==> config.mk <==
export PLATFORM = sky130hd
export DESIGN_NAME = boot_loader
export DESIGN_NICKNAME = d
export VERILOG_FILES = /design/src/rtl/boot_loader_pkg.sv /design/src/rtl/boot_loader_word_assembler.sv /design/src/rtl/boot_loader.sv
export SDC_FILE = /design/constraint.sdc
export NUM_CORES = 1
export LEC_CHECK = 0
export ABC_CLOCK_PERIOD_IN_PS = 2900
export CAP_MARGIN = 20
export CORE_ASPECT_RATIO = 0.5
export CORE_MARGIN = 3
export CORE_UTILIZATION = 40
export DETAILED_ROUTE_END_ITERATION = 16
export DONT_BUFFER_PORTS = 1
export SLEW_MARGIN = 25
export SYNTH_ARGS = -nofsm -noshare
export SYNTH_HDL_FRONTEND = slang
export SYNTH_SLANG_ARGS = --single-unit
==> constraint.sdc <==
create_clock -name clk -period 2.9 [get_ports clk]
set_clock_uncertainty 0.2 [all_clocks]
set_input_delay 0.87 -clock clk [delete_from_list [all_inputs] [get_ports clk]]
set_output_delay 0.87 -clock clk [all_outputs]
set_load 0.05 [all_outputs]
==> src/rtl/boot_loader_pkg.sv <==
// Shared types and constants for the boot loader: FSM state encoding,
// word/header geometry and the helper that decides which states accept bytes.
package boot_loader_pkg;

   typedef enum logic [2:0] {
      HDR0,
      HDR1,
      COLLECT,
      WRITE,
      CHK,
      DONE,
      ERR
   } state_t;

   localparam int BYTES_PER_WORD = 4;
   localparam int WORD_STRIDE    = 4;
   localparam int HDR_BYTE_W     = 8;
   localparam int COUNT_W        = 16;
   localparam int WORD_W         = 32;

   // States that take a stream byte; in_ready is registered from this.
   function automatic logic is_accepting(input state_t s);
      return (s == HDR0) || (s == HDR1) || (s == COLLECT) || (s == CHK);
   endfunction

endpackage

==> src/rtl/boot_loader_word_assembler.sv <==
// Little-endian byte-to-word shift register: first byte ends up in [7:0],
// the fourth in [31:24]. word_full flags the shift that completes a word.
module word_assembler
   import boot_loader_pkg::*;
(
   input  logic              clk,
   input  logic              reset,
   input  logic              shift_en,
   input  logic [7:0]        byte_in,
   input  logic              clear,
   output logic [WORD_W-1:0] word_out,
   output logic              word_full
);

   logic [1:0] byte_cnt;

   always_ff @(posedge clk) begin
      if (!reset || clear) begin
         word_out <= '0;
         byte_cnt <= '0;
      end else if (shift_en) begin
         word_out <= {byte_in, word_out[WORD_W-1:8]};
         byte_cnt <= byte_cnt + 2'd1;
      end
   end

   // High in the cycle whose edge shifts in the last byte of a word.
   assign word_full = shift_en && (byte_cnt == 2'(BYTES_PER_WORD - 1));

endmodule

==> src/rtl/boot_loader.sv <==
// Byte-stream program loader: writes count words into memory, then releases
// the CPU. Define BOOT_LOADER_CHECKSUM_EN to require a trailing XOR byte.
module boot_loader
   import boot_loader_pkg::*;
#(
   parameter logic [31:0] BASE_ADDR = 32'h0000_0000,
   parameter int          MAX_WORDS = 64
) (
   input  logic        clk,
   input  logic        reset,
   input  logic        in_valid,
   input  logic [7:0]  in_data,
   output logic        in_ready,
   output logic [31:0] mem_addr,
   output logic [31:0] mem_wd,
   output logic        mem_wr,
   output logic        cpu_reset,
   output logic        boot_done,
   output logic        boot_err,
   output logic [15:0] words_loaded
);

   localparam logic [COUNT_W-1:0] MAX_COUNT = COUNT_W'(MAX_WORDS);

   state_t              state;
   state_t              state_next;
   logic [COUNT_W-1:0]  count;
   logic [COUNT_W-1:0]  hdr_count;
   logic [COUNT_W-1:0]  words_next;
   logic                take;
   logic                shift_en;
   logic                clear;
   logic                word_full;
   logic [WORD_W-1:0]   word;

`ifdef BOOT_LOADER_CHECKSUM_EN
   localparam state_t AFTER_LAST = CHK;
   logic [7:0] xor_acc;
`else
   localparam state_t AFTER_LAST = DONE;
`endif

   assign take       = in_valid & in_ready;
   assign shift_en   = take && (state == COLLECT);
   assign clear      = (state == HDR0) || (state == HDR1);
   assign hdr_count  = {in_data, count[HDR_BYTE_W-1:0]};
   assign words_next = words_loaded + 16'd1;

   word_assembler u_assembler (
      .clk       (clk),
      .reset     (reset),
      .shift_en  (shift_en),
      .byte_in   (in_data),
      .clear     (clear),
      .word_out  (word),
      .word_full (word_full)
   );

   always_ff @(posedge clk) begin
      if (!reset) begin
         state    <= HDR0;
         in_ready <= 1'b0;
      end else begin
         state    <= state_next;
         in_ready <= is_accepting(state_next);
      end
   end

   always_comb begin
      state_next = state;
      case (state)
         HDR0:    if (take) state_next = HDR1;
         HDR1: begin
            if (take) begin
               if (hdr_count == '0 || hdr_count > MAX_COUNT) state_next = ERR;
               else                                          state_next = COLLECT;
            end
         end
         COLLECT: if (word_full) state_next = WRITE;
         WRITE:   state_next = (words_next == count) ? AFTER_LAST : COLLECT;
`ifdef BOOT_LOADER_CHECKSUM_EN
         CHK:     if (take) state_next = (in_data == xor_acc) ? DONE : ERR;
`else
         // Unreachable without the checksum option; fail safe.
         CHK:     state_next = ERR;
`endif
         DONE:    state_next = DONE;
         ERR:     state_next = ERR;
         default: state_next = ERR;
      endcase
   end

   always_ff @(posedge clk) begin
      if (!reset) begin
         count        <= '0;
         words_loaded <= '0;
      end else begin
         if (take && state == HDR0) count[HDR_BYTE_W-1:0]       <= in_data;
         if (take && state == HDR1) count[COUNT_W-1:HDR_BYTE_W] <= in_data;
         if (state == WRITE)        words_loaded                <= words_next;
      end
   end

`ifdef BOOT_LOADER_CHECKSUM_EN
   always_ff @(posedge clk) begin
      if (!reset)        xor_acc <= '0;
      else if (shift_en) xor_acc <= xor_acc ^ in_data;
   end
`endif

   // Address wraps modulo 2^32 by construction.
   assign mem_addr  = BASE_ADDR + (32'(words_loaded) * 32'(WORD_STRIDE));
   assign mem_wd    = word;
   assign mem_wr    = (state == WRITE);
   assign cpu_reset = (state != DONE);
   assign boot_done = (state == DONE);
   assign boot_err  = (state == ERR);

endmodule

==> metrics, run 1 <==
Area growth syn-to-layout 9.46%; Cell variety after synth 51; Seq/Total Area, Yosys 0.384; CP Launch Type register; Die Wd 141 microns; FP Rows 23; Final min period 2.54 ns; Hold Worst Slack 0.267 ns; WL/cell 14.6 microns; Vias/cell 4.93; Die Area 0.0104 sq mm; Post-synth top flop dfxtp_1; Slew Viols, Final 0; Tcrit/Tclk final 0.877; clk slew on worst S/H paths 0.06 ns; Slew headroom 0.608; Post-synth EDFFs 0; Hold Startpoint u_assembler.byte_cnt[1]; critical-path cell list nand3b_4 > clkinv_1 > buf_4; RSZ-0062 raised after global routing false; CTS buffer count 9; drc violations 0; Worst Path Required 1.83 ns; critical path class reg -> out; #FFs+latches synth 70; clock buffer depth 2; critical path launch point state[1]; largest net degree at the start of global routing 39; nets@finish 446; io pins 96; FMAX 0.393 GHz; Synth Cell Area 0.00365 sq mm; Worst Setup End Kind primary output; die span in y 73.6 microns; CTS Sinks 70; Gate Count Post-Synth 435; Syn Area/Cell 8.40 sq um; Synth top area share 0.384; global route overflow 0; CP delay by family, top flip-flops; Buf/Inv on CP 2; post-cts resize count 0; count of final setup violators 0; # hold bufs at CTS 0; most frequent cells in the layout nand2_1, dfxtp_1, a21oi_1; CP max stage delay 0.55 ns; max-cap violations 0; I/O Buffers 0; first-pass GRT wire length 13300 microns; commonest non-fill, non-tap cell in the layout nand2_1; Initial Utilization 0.433; vias in the first global route 2534; later-pin clock latency in the skew report 0.34 ns; via count 2709; ranking of synthesized cells by area dfxtp_1, nand2_1, buf_4; ant diodes 0; initial antenna violation count 0; Yosys top cell by area dfxtp_1; worst r2r src words_loaded[1]; Fin. Hold Viols 0; PwrDens 550 mW/mm^2; layout cells sized above 1 0.137; setup TNS 0 ns; clk root buf clkbuf_16; GRT Overall Usage 0.164; antenna violation net count after detailed routing 0; Starting DRT DRC Count 167; slowest CP cell dfxtp_1; fraction of registers with async set/reset 0; worst endpoint data arrival time 1.47 ns; final wirelength 8030 microns; VDD IR max 0.000322 V; Slew @ Worst Pin 0.587 ns; Leakage 1.44 nW; CP Max Fanout 10; Hold Path Class reg -> reg; status finished clean; Core ar. 0.00843 sq mm; htree depth 3; GPL Wtd Cong 0.856; yosys warns 0; CTS tree built; detailed placement HPWL 5760 microns; Detailed Routing Iterations Pass 1 4; setup bufs post-CTS 0
-- final timing paths --
kind / slack (ns) / end / depth (start not counted)
setup reg to reg: 0.48 / state[2] / 7
hold reg to reg: 0.27 / u_assembler.byte_cnt[1] / 2
hold / removal: 0.27 / u_assembler.byte_cnt[1] / 2
setup / recovery: 0.36 / mem_wr / 3
-- metrics by stage --
step | total power, mW | utilization | area [sq um] | setup WS [ns] | cells
2_1_floorplan | 1.16 | - | 3710 | 0.307 | 450
3_3_place_gp | 1.17 | 0.440 | 3710 | 0.558 | 534
3_5_place_dp | 1.17 | 0.440 | 3710 | 0.495 | 534
4_1_cts | 2.23 | 0.474 | 4000 | 0.349 | 550
5_1_grt | 2.29 | 0.474 | 4000 | 0.233 | 550
6_report | 2.20 | 0.474 | 4000 | 0.356 | 550
-- sequential cells by signal (all words and copies together) (netlist names) --
signal and cells:
count 16, in_ready 1, state 3, u_assembler.byte_cnt 2, u_assembler.word_out 32, words_loaded 16
-- routing by layer --
metal  vias up  share of wire  global-route usage
met2        64           0.40               0.225
li1       1419              -                   -
met5         -              0                   0
met3         7          0.074              0.0663
met1      1219           0.51               0.230
met4         0          0.013              0.0580
-- final cells by class --
type                    count  area [sq um]
inverters                   4          15.0
well taps                 112           140
repair buffers             29           218
multi-input cells         319          1940
fillers                   871          4430
clock buffers               9           225
clock inverters             7          61.3
flip-flops and latches     70          1400
-- cell families after synthesis --
family	Yosys count	share of synthesized area
AND/OR/NAND/NOR	187	0.277
flip-flops	70	0.384
AO/OA/AOI/OAI	63	0.0997
buffers and inverters	61	0.104
XOR/XNOR	34	0.0815
multiplexers	17	0.0466
adder cells (fa/ha/maj)	2	0.00685
other	1	0.00103
-- cell usage after synthesis (3+ instances only) --
master / number
nand2_1: 86
dfxtp_1: 70
buf_4: 38
a21oi_1: 36
xnor2_1: 20
nor2b_1: 19
mux2i_1: 17
and2_1: 15
nor2_1: 14
xor2_1: 14
clkbuf_1: 12
nor4_1: 7
o21ai_0: 7
nand3_1: 6
nor3_1: 6
a31oi_1: 5
buf_2: 5
nand2b_1: 4
nand4_1: 4
a21boi_0: 3
inv_1: 3
nand4b_1: 3
nor3b_1: 3
-- worst reg2reg max path: cells and delay by family (launching register included) --
family	cells	cell delay (ns)
fa+ha+maj	1	0.34
simple gates	5	1.16
flops	1	0.42
compound gates	1	0.23
-- report_power, final --
part / total (mW) / leakage [nW] / internal [mW] / switching [mW]
Combinational: 0.153 / 0.743 / 0.0490 / 0.104
Clock: 1.05 / 0.135 / 0.596 / 0.458
Sequential: 0.992 / 0.565 / 0.974 / 0.0181
Total: 2.20 / 1.44 / 1.62 / 0.580
No activity file was read; power rests on OpenSTA's default activity.
==> run 2: changes to the inputs <==
==> constraint.sdc (replaced) <==
create_clock -name clk -period 2.9 [get_ports clk]
set_clock_uncertainty 0.2 [all_clocks]
set_input_delay 0.87 -clock clk [delete_from_list [all_inputs] [get_ports clk]]
set_output_delay 0.87 -clock clk [all_outputs]
set_load 0.005 [all_outputs]
==> run 2 against run 1 <==
  * Clock power barely moved
  * Global-route usage fell by 0.073 points
  * Count of clock-buffer cells in the layout did not move
  * Critical path depth rose by 3
  * Sequential power barely moved
  * Die area did not move
  * Worst setup slack improved by 0.087 ns
  * Sequential share of layout area rose by 1.2 points
  * Cell area fell by 3.2%
  * Register-to-register slack got worse by 0.04 ns
  * Hold slack got worse by 0.0029 ns
  * Non-clock buffer count fell by 19
==> metrics, run 2 (same netlist as run 1, synthesis figures left out) <==
status finished clean; Vias/cell 5.06 (+2.7%); Slew @ Worst Pin 0.808 ns (+0.221 ns); CTS Sinks 70 (unchanged); io pins 96 (unchanged); CP Max Fanout 12 (+2); later-pin clock latency in the skew report 0.34 ns (about the same); setup bufs post-CTS 0 (unchanged); initial antenna violation count 0 (unchanged); Detailed Routing Iterations Pass 1 5 (+1); vias in the first global route 2410 (-4.9%); Biggest register u_assembler.word_out; # hold bufs at CTS 0 (unchanged); CTS tree built; post-cts resize count 0 (unchanged); clk root buf clkbuf_16; antenna violation net count after detailed routing 0 (unchanged); first-pass GRT wire length 13100 microns (-1.6%); Core ar. 0.00843 sq mm (unchanged); Area growth syn-to-layout 5.96%; count of final setup violators 0 (unchanged); largest registers u_assembler.word_out x32, count x16, words_loaded x16; ant diodes 0 (unchanged); Fill cells 837 (-3.9%); Worst Setup End Kind register; Slew headroom 0.461 (-0.147); GRT Overall Usage 0.163 (-0.000728); final wirelength 8180 microns (+1.9%); CTS buffer count 9 (unchanged); largest net degree at the start of global routing 39 (unchanged); FMAX 0.407 GHz (+3.5%); Worst Path Required 2.98 ns (+1.15 ns); Tcrit/Tclk final 0.847 (-0.0300); Initial Utilization 0.433 (unchanged); Slew Viols, Final 0 (unchanged); VDD IR max 0.000301 V (-6.7%); Leakage 1.35 nW (-6.7%); die span in y 73.6 microns (unchanged); clock buffer depth 2 (unchanged); I/O Buffers 0 (unchanged); Starting DRT DRC Count 178 (+6.6%); PwrDens 556 mW/mm^2 (+1.1%); Fin. Hold Viols 0 (unchanged); layout cells sized above 1 0.0979 (-0.0391); WL/cell 15.4 microns (+5.5%); critical-path cell list nand4_4 > nor4_1 > xnor2_1 > nand4b_1 > nor4_2 > a32o_1; nets@finish 427 (-4.3%); commonest non-fill, non-tap cell in the layout nand2_1; clk slew on worst S/H paths 0.06 ns (about the same); Hold Path Class reg -> reg; Final min period 2.46 ns (-0.0870 ns); via count 2685 (-0.89%); Die Wd 141 microns (unchanged); Die Area 0.0104 sq mm (unchanged); GPL Wtd Cong 0.797 (-6.9%); CP max stage delay 0.65 ns (+0.10 ns); drc violations 0 (unchanged); slowest CP cell dfxtp_1; critical path class reg -> reg; setup TNS 0 ns (unchanged); most frequent cells in the layout nand2_1, dfxtp_1, a21oi_1; max reg flops 32 (unchanged); FP Rows 23 (unchanged); CP Launch Type register; RSZ-0062 raised after global routing false; worst endpoint data arrival time 2.54 ns (+1.07 ns); max-cap violations 0 (unchanged); Hold Worst Slack 0.264 ns (-0.00294 ns); detailed placement HPWL 5760 microns (about the same); htree depth 3 (unchanged); global route overflow 0 (unchanged)
[run 2: metrics by stage]
step	cell area [sq um]	power, mW	cells	utilization	worst slack (ns)
2_1_floorplan	3710	1.11	450	-	0.657
3_3_place_gp	3580	1.12	515	0.425	0.480
3_5_place_dp	3580	1.12	515	0.425	0.449
4_1_cts	3870	2.18	531	0.459	0.443
5_1_grt	3870	2.24	531	0.459	0.277
6_report	3870	2.15	531	0.459	0.443
[run 2: layer usage]
layer | GRT usage | share of wire | vias up
li1 | - | - | 1382
met1 | 0.232 | 0.49 | 1213
met2 | 0.216 | 0.40 | 82
met3 | 0.0741 | 0.094 | 8
met4 | 0.0516 | 0.0088 | 0
met5 | 0 | 0 | -
[run 2: critical path, delay by kind of cell (launching register included)]
| family | cells | cell delay, ns |
|---|---|---|
| simple gates | 4 | 1.16 |
| compound gates | 1 | 0.22 |
| xor+xnor | 1 | 0.16 |
| flops | 1 | 0.65 |
[run 2: layout make-up]
cell class	count	area (sq um)	area share
multi-input combinational	319	1940	0.500
sequential	70	1400	0.362
clock buffer	9	225	0.0582
tap	112	140	0.0362
timing repair buffer	10	87.6	0.0226
clock inverter	7	63.8	0.0165
inverter	4	15.0	0.00388
[run 2: final timing paths]
kind                           startpoint                       to  slack (ns)  cells after the start
setup / recovery          words_loaded[2]                 state[2]        0.44                      6
hold / removal    u_assembler.byte_cnt[1]  u_assembler.byte_cnt[1]        0.26                      2
setup reg to reg          words_loaded[2]                 state[2]        0.44                      6
hold reg to reg   u_assembler.byte_cnt[1]  u_assembler.byte_cnt[1]        0.26                      2
[run 2: power by group]
| group | total, mW | internal [mW] | switching, mW |
|---|---|---|---|
| Clock | 1.06 | 0.597 | 0.460 |
| Sequential | 0.994 | 0.974 | 0.0196 |
| Combinational | 0.102 | 0.0461 | 0.0562 |
